<file path="src/rtl/regfile_drain.sv">
// regfile_drain
//   Reads every entry of a 2**ADDR_W deep register file in ascending order.
//   Each word is presented on a valid/ready output stream, and the block
//   keeps a running sum of the words that were transferred.
//   Each word takes two cycles: LOAD captures rd_data into out_data, and
//   SEND offers that word until the consumer accepts it.
// Ports
//   clk, rst         clock; synchronous active-high reset
//   start            drain request, level; sampled only in IDLE/DONE
//   rd_addr/rd_data  register file read port (data is combinational)
//   out_data/out_valid/out_ready/out_last   output stream
//   sum              running sum of transferred words (WIDTH+ADDR_W bits)
//   busy, done       high in LOAD/SEND, and in DONE, respectively
module regfile_drain #(
   parameter int WIDTH  = 32,
   parameter int ADDR_W = 4
) (
   input  logic                    clk,
   input  logic                    rst,
   input  logic                    start,
   output logic [ADDR_W-1:0]       rd_addr,
   input  logic [WIDTH-1:0]        rd_data,
   output logic [WIDTH-1:0]        out_data,
   output logic                    out_valid,
   input  logic                    out_ready,
   output logic                    out_last,
   output logic [WIDTH+ADDR_W-1:0] sum,
   output logic                    busy,
   output logic                    done
);
   localparam logic [ADDR_W-1:0] LAST_ADDR = '1;

   typedef enum logic [1:0] {IDLE, LOAD, SEND, DONE} state_t;

   state_t            state, state_nxt;
   logic [ADDR_W-1:0] addr;
   logic              at_last;
   logic              arm;
   logic              xfer;

   assign at_last = (addr == LAST_ADDR);
   assign arm     = ((state == IDLE) || (state == DONE)) && start;
   assign xfer    = (state == SEND) && out_ready;
   assign rd_addr = addr;

   // state register
   always_ff @(posedge clk) begin
      if (rst) state <= IDLE;
      else     state <= state_nxt;
   end

   // next-state logic
   always_comb begin
      state_nxt = state;
      case (state)
         IDLE, DONE: if (start) state_nxt = LOAD;
         LOAD:       state_nxt = SEND;
         SEND:       if (out_ready) state_nxt = at_last ? DONE : LOAD;
         default:    state_nxt = IDLE;
      endcase
   end

   // state-decoded outputs
   always_comb begin
      out_valid = (state == SEND);
      // addr is frozen while SEND stalls, so out_last holds as well
      out_last  = (state == SEND) && at_last;
      busy      = (state == LOAD) || (state == SEND);
      done      = (state == DONE);
   end

   // datapath: address counter, output word, running sum
   always_ff @(posedge clk) begin
      if (rst) begin
         addr     <= '0;
         out_data <= '0;
         sum      <= '0;
      end else begin
         if (arm) begin
            addr <= '0;
            sum  <= '0;
         end
         if (state == LOAD) out_data <= rd_data;
         if (xfer) begin
            // the ADDR_W extra bits hold 2**ADDR_W full-scale words
            sum <= sum + {{ADDR_W{1'b0}}, out_data};
            // stay on the last address so the counter never wraps
            if (!at_last) addr <= addr + 1'b1;
         end
      end
   end
endmodule

</file>
<file path="config.mk">
export PLATFORM = sky130hd
export DESIGN_NAME = regfile_drain
export DESIGN_NICKNAME = d
export VERILOG_FILES = /design/src/rtl/regfile_drain.sv
export SDC_FILE = /design/constraint.sdc
export NUM_CORES = 1
export LEC_CHECK = 0
export CAP_MARGIN = 20
export CORE_MARGIN = 10
export CORE_UTILIZATION = 54
export DETAILED_ROUTE_END_ITERATION = 6
export PLACE_DENSITY = 0.95
export SYNTH_ARGS = -nofsm -noshare
export SYNTH_HDL_FRONTEND = slang
export SYNTH_SLANG_ARGS = --single-unit
</file>
<file path="constraint.sdc">
create_clock -name clk -period 4.78 [get_ports clk]
set_clock_uncertainty 0.1 [all_clocks]
set_input_delay 0.956 -clock clk [delete_from_list [all_inputs] [get_ports clk]]
set_output_delay 0.956 -clock clk [all_outputs]
set_load 0.01 [all_outputs]
</file>
# Yosys cells after proc, flatten, opt, wreduce, memory -nomap -nowiden
# Index checks and enable logic that the tools add are counted.
[totals] register_bits=74 wordCells=30
[classes] add_sub_neg=2 n_eq_ne=6 n_mux=9 reduce_logical=9
[ops] operator="36-bit two-way mux" count=2
[ops] operator="36-bit by 32-bit adder with 36-bit output" count=1
[ops] operator="4-bit two-way mux" count=3
[ops] operator="2-bit two-way mux" count=3
[ops] operator="2-bit case mux with 3 select lines" count=1
[ops] operator="4-bit by 1-bit adder with 4-bit output, second input constant" count=1
[ops] operator="2-bit == test, second input constant" count=2
[ops] operator="4-bit == test, second input constant" count=1
[ops] operator="1-bit logical AND" count=3
[ops] operator="2-bit by 1-bit == test with 1-bit output, second input constant" count=1
[ops] operator="2-bit zero test" count=1
[ops] operator="1-bit logical OR" count=2
[ops] operator="2-bit by 1-bit inequality test with 1-bit output, second input constant" count=1
[ops] operator="2-bit inequality test, second input constant" count=1
[ops] operator="2-bit AND reduction" count=1
[ops] operator="2-bit nonzero test" count=1
[ops] operator="2-bit OR reduction" count=1

# Logic depth before layout (Yosys ltp)
[depth] word_depth=6 ltp_mapped=10 ltp_nobuf=10

# Worst setup path before layout
# Ideal clock, no wire load.
[synth_timing] path_type="reg2reg" start="reg out_data[0]" end="reg sum[24]" arrival_ps=2559 required_ps=4563 setup_slack_ps=2004 stages_incl_launch_ff=11 cell_sequence="dfxtp_1 -> ha_1 -> fa_1 -> a21o_1 -> a221o_2 -> a21o_1 -> o2111a_1 -> o211ai_1 -> nand2_1 -> xor2_1 -> a22o_1"
[synth_via] elab_chain_len=2
[synth_rtl] element="start, declared" line_no="23" rtl="output logic [WIDTH-1:0] out_data,"
[synth_rtl] element="start signal, assigned" line_no="83" rtl="if (state == LOAD) out_data <= rd_data;"
[synth_rtl] element="36-bit by 32-bit adder with 36-bit output" line_no="86" rtl="sum <= sum + {{ADDR_W{1'b0}}, out_data};"
[synth_rtl] element="36-bit two-way mux" line_no="84" rtl="if (xfer) begin"
[synth_rtl] element="end signal, assigned" line_no="86"
[synth_rtl] element="end, declared" line_no="27" rtl="output logic [WIDTH+ADDR_W-1:0] sum,"
# No other way between the ends.
# A chain may end at the register's enable or synchronous reset.

# Worst setup path in the final report
[layout_timing] start="in out_ready" end="reg sum[30]"
[layout_via] elab_chain_len=2 elab_cells_between_ends=3
[layout_rtl] element="start, declared" line_no="25" rtl="input logic out_ready,"
[layout_rtl] element="1-bit logical AND (*)" line_no="43" rtl="assign xfer = (state == SEND) && out_ready;"
[layout_rtl] element="36-bit two-way mux / 2-bit nonzero test (equally long branches)"
# Mark *: on every way between the ends. The rest lies on a longest branch, timed or not.

==> impl_summary.md <==
Outcome
The flow ran to the end, and the final reports show no timing, DRC or antenna violations.

Clocking
The total clock buffers created by CTS is 9. The clock tree synthesis step divided the H-tree into 3 levels. The clock passes through at most 2 buffers.

The number of hold buffers added after CTS is 0. The post-cts sizing count is 0. TritonCTS built the clock tree. The total clock sinks is 74. The clock network latency to the later pin of the worst-skew pair is 0.36 ns. Clock-pin slew was measured on the worst setup and hold paths at 0.07 ns.

The buffer count from post-CTS setup fixing is 0. In this run the clock root is driven by a sky130_fd_sc_hd__clkbuf_8.

Timing
The number of pins exceeding their max-slew limit in the final report is 0. Setup repair after global routing left no endpoint under its margin. The count of endpoints failing hold in the final timing report is 0. Timing would allow up to 322 MHz. Dividing the final minimum period by the clock period gives 0.650. In this run the tightest slew margin relative to its limit is 0.267. The time the worst path needs with I/O delays and setup is 3.11 ns. The final setup violation count is 0. At the pin with the least slew margin, the transition time is 1.10 ns. The final sum of negative setup slack is 0 ns.

Power and ir drop
The share of total power dissipated in the clock network is 0.334. In this run the power spent charging and discharging nets is 0.433 mW. The leakage power of the design is 2.46 nW.

The maximum resistive drop on vdd is 0.160 mV. Of the total power, registers draw 0.447. The internal portion of the total power is 1.07 mW. Of the total power, combinational logic draws 0.219. Of the total power, the share spent switching nets is 0.287.

Power spread over the standard cell area amounts to 256 mW/mm^2. The total power draw is 1.51 mW.

Synthesis
The share of synthesized area in the top cell type comes to 0.326. After synthesis the netlist holds a flip-flop and latch count of 74. The cell area that synthesis handed to floorplanning was 0.00455 sq mm. Of all flip-flops after synthesis, the portion carrying an async set or reset was 0. The cell with the most instances after synthesis is sky130_fd_sc_hd__dfxtp_1.

Summed over all instances, the cell type with the most area after synthesis is sky130_fd_sc_hd__dfxtp_1. Synthesis produced a netlist with a net count of 627. The most used flip-flop cell after synthesis is sky130_fd_sc_hd__dfxtp_1.

By area the synthesized netlist is led by sky130_fd_sc_hd__dfxtp_1 33%, sky130_fd_sc_hd__ha_1 9.9%, sky130_fd_sc_hd__mux2i_1 8.1%. Yosys printed 0 warnings. The commonest cells after synthesis are 74 x sky130_fd_sc_hd__dfxtp_1, 70 x sky130_fd_sc_hd__nor2_1, 60 x sky130_fd_sc_hd__nand2_1. Each instance of the synthesized netlist takes up on average 8.21 sq um. The fraction of the yosys area taken by sequential cells is 0.326. The distinct cell type count of the synthesized netlist is 56. The number of cells produced by synthesis is 554. The number of enable flip-flop cells after synthesis is 0.

GRT
The wire length of the first global-routing pass is 22200 microns. The via count of the first global-routing pass is 4448. The final global-route overflow total is 0. In the global route stage, overall resource usage came out at 0.207. Entering global routing, the biggest net connects 35 pins. The initial antenna violation count is 0.

Placement
Input and output buffers added on the ports amount to 111. The wire-length estimate of the detail-placed layout is 9880 microns. After detailed placement, the total cell area comes to 0.00569 sq mm. Counting tap cells, the placed design contains a total of 742 instances. The final RePlAce weighted congestion is 0.920.

Layout
After routing the design area is 0.00589 sq mm. The layout filler cell count is 626. The final layout contains 721 nets. The area taken by multi-input logic gates is 0.00292 sq mm. From synthesis to final layout, the design area changed by 29.5%.

Across the whole layout, storage elements account for 0.00148 sq mm. The count of non-filler cells in the finished layout is 758. The number of diodes is 0. Of the cells placed in the final design, the portion with a size suffix greater than 1 is 0.0444.

Detailed routing
The wire length per cell is 17.7 microns. For this block, the routed nets add up to 13400 microns of wire. After detailed routing, the number of vias per cell comes to 5.90. The vias after detailed routing is 4470. After detailed routing, the number of remaining DRC violations is 0. The number of detailed-route iterations in the first pass is 5. The residual antenna-violating net count after detailed routing is 0. After the first detailed-routing iteration, the DRC count stood at 344.

Floorplanning
The die span in y is 112 microns. The initial utilization of the core area, before any placement, comes to 0.554. The number of placed I/O pins is 112. The die outline width is 112 microns. The area of the die is 0.0125 sq mm. The placement row count is 33.

The core outline area is 0.00822 sq mm.

Flow run
The max-capacitance violation count is 0.

Worst hold path
The hold path startpoint is sum[20]$_SDFFE_PP0P_. In this run the worst hold path is classified as flip-flop to flip-flop. The worst hold path terminates at sum[20]$_SDFFE_PP0P_.

The number of cells traversed by the worst hold path is 2.

Worst setup path
The worst setup path is launched from a primary input. Data arrives at the worst endpoint at 3.29 ns. The type of the worst setup path is primary input to flip-flop. For the worst flop-to-flop path, the logic depth is 10. For the worst setup path, the data required time is 4.96 ns. The worst register-to-register path begins at out_data[0]$_SDFFE_PP0N_. The worst setup path is captured at a flip-flop.

The setup slack on the worst flop-to-flop path is 1.75 ns. Of all nets on the critical path, the largest fanout is 24. The worst register-to-register path ends at sum[26]$_SDFFE_PP0P_.
==> registers in the layout, indices dropped and copies added (netlist names) <==
register and cells:
state 2, sum 36, rd_addr 4, out_data 32
==> worst max-delay path by stage <==
stage | endpoint | start | cells past startpoint | slack, ns
2_1_floorplan | sum[24]$_SDFFE_PP0P_ | out_data[0]$_SDFFE_PP0N_ | 10 | 2.00
3_3_place_gp | sum[30]$_SDFFE_PP0P_ | out_ready | 5 | 1.43
3_5_place_dp | sum[30]$_SDFFE_PP0P_ | out_ready | 5 | 1.32
4_1_cts | sum[30]$_SDFFE_PP0P_ | out_ready | 5 | 1.66
5_1_grt | sum[30]$_SDFFE_PP0P_ | out_ready | 5 | 1.42
6_report | sum[30]$_SDFFE_PP0P_ | out_ready | 5 | 1.67
==> layout make-up <==
class,instances,share of cell area
multi-input combinational,439,0.495
sequential,74,0.251
timing repair buffer,113,0.190
clock buffer,14,0.0276
tap,105,0.0223
inverter,11,0.00701
clock inverter,2,0.00595
==> logic make-up after synthesis <==
group | Yosys count | synth area share
buffers and inverters | 41 | 0.0344
xor gates and xnor gates | 27 | 0.0520
adders and majority gates | 37 | 0.103
AOI/OAI and AO/OA | 159 | 0.227
DFF | 74 | 0.326
muxes | 38 | 0.0839
and+or+nand+nor | 178 | 0.174
==> metrics by stage <==
step	utilization	hold slack, ns	setup WS, ns
4_1_cts	0.717	0.376	1.66
5_1_grt	0.717	0.395	1.42
3_3_place_gp	0.693	0.357	1.43
3_5_place_dp	0.693	0.362	1.32
2_1_floorplan	-	0.365	2.00
6_report	0.717	0.376	1.67
==> cell usage in the layout, fill, tap and decap left out, types with 3 or more instances in the layout <==
cell type,instances
sky130_fd_sc_hd__nand4_1,5
sky130_fd_sc_hd__mux2i_1,37
sky130_fd_sc_hd__xnor2_1,12
sky130_fd_sc_hd__a21oi_1,46
sky130_fd_sc_hd__and3_1,8
sky130_fd_sc_hd__and2_1,5
sky130_fd_sc_hd__o211ai_1,5
sky130_fd_sc_hd__dfxtp_1,74
sky130_fd_sc_hd__clkbuf_1,3
sky130_fd_sc_hd__clkbuf_8,11
sky130_fd_sc_hd__nand3_1,9
sky130_fd_sc_hd__a31oi_1,8
sky130_fd_sc_hd__o21ai_1,3
sky130_fd_sc_hd__nand2b_1,4
sky130_fd_sc_hd__a22oi_1,12
sky130_fd_sc_hd__nor2_1,70
sky130_fd_sc_hd__o22ai_1,3
sky130_fd_sc_hd__o21a_1,3
sky130_fd_sc_hd__o21ai_0,32
sky130_fd_sc_hd__a21o_1,20
sky130_fd_sc_hd__nor3_1,4
sky130_fd_sc_hd__clkdlybuf4s50_1,110
sky130_fd_sc_hd__inv_1,11
sky130_fd_sc_hd__ha_1,35
sky130_fd_sc_hd__nand4b_1,3
sky130_fd_sc_hd__xor2_1,15
sky130_fd_sc_hd__nand2_1,60
==> worst max-delay path: stages <==
cell,delay (ns)
sky130_fd_sc_hd__clkdlybuf4s50_1,0.53
sky130_fd_sc_hd__and2_1,0.52
sky130_fd_sc_hd__nand2_1,0.65
sky130_fd_sc_hd__o31a_1,0.48
sky130_fd_sc_hd__o21ai_1,0.15
==> metal layers <==
layer  wire, microns  global-route usage  vias up
met3             866              0.0440       22
li1                -                   -     2165
met1            5690               0.241     2100
met2            6600               0.366      183
met5               0                   0        -
met4             266              0.0711        0
==> power groups by stage <==
stage / clock [mW] / sequential (mW) / combinational [mW]
2_1_floorplan: 0 / 0.695 / 0.183
3_3_place_gp: 0 / 0.686 / 0.318
3_5_place_dp: 0 / 0.688 / 0.329
4_1_cts: 0.506 / 0.674 / 0.332
5_1_grt: 0.530 / 0.679 / 0.360
6_report: 0.503 / 0.674 / 0.331
(Power assumes the default switching activity.)
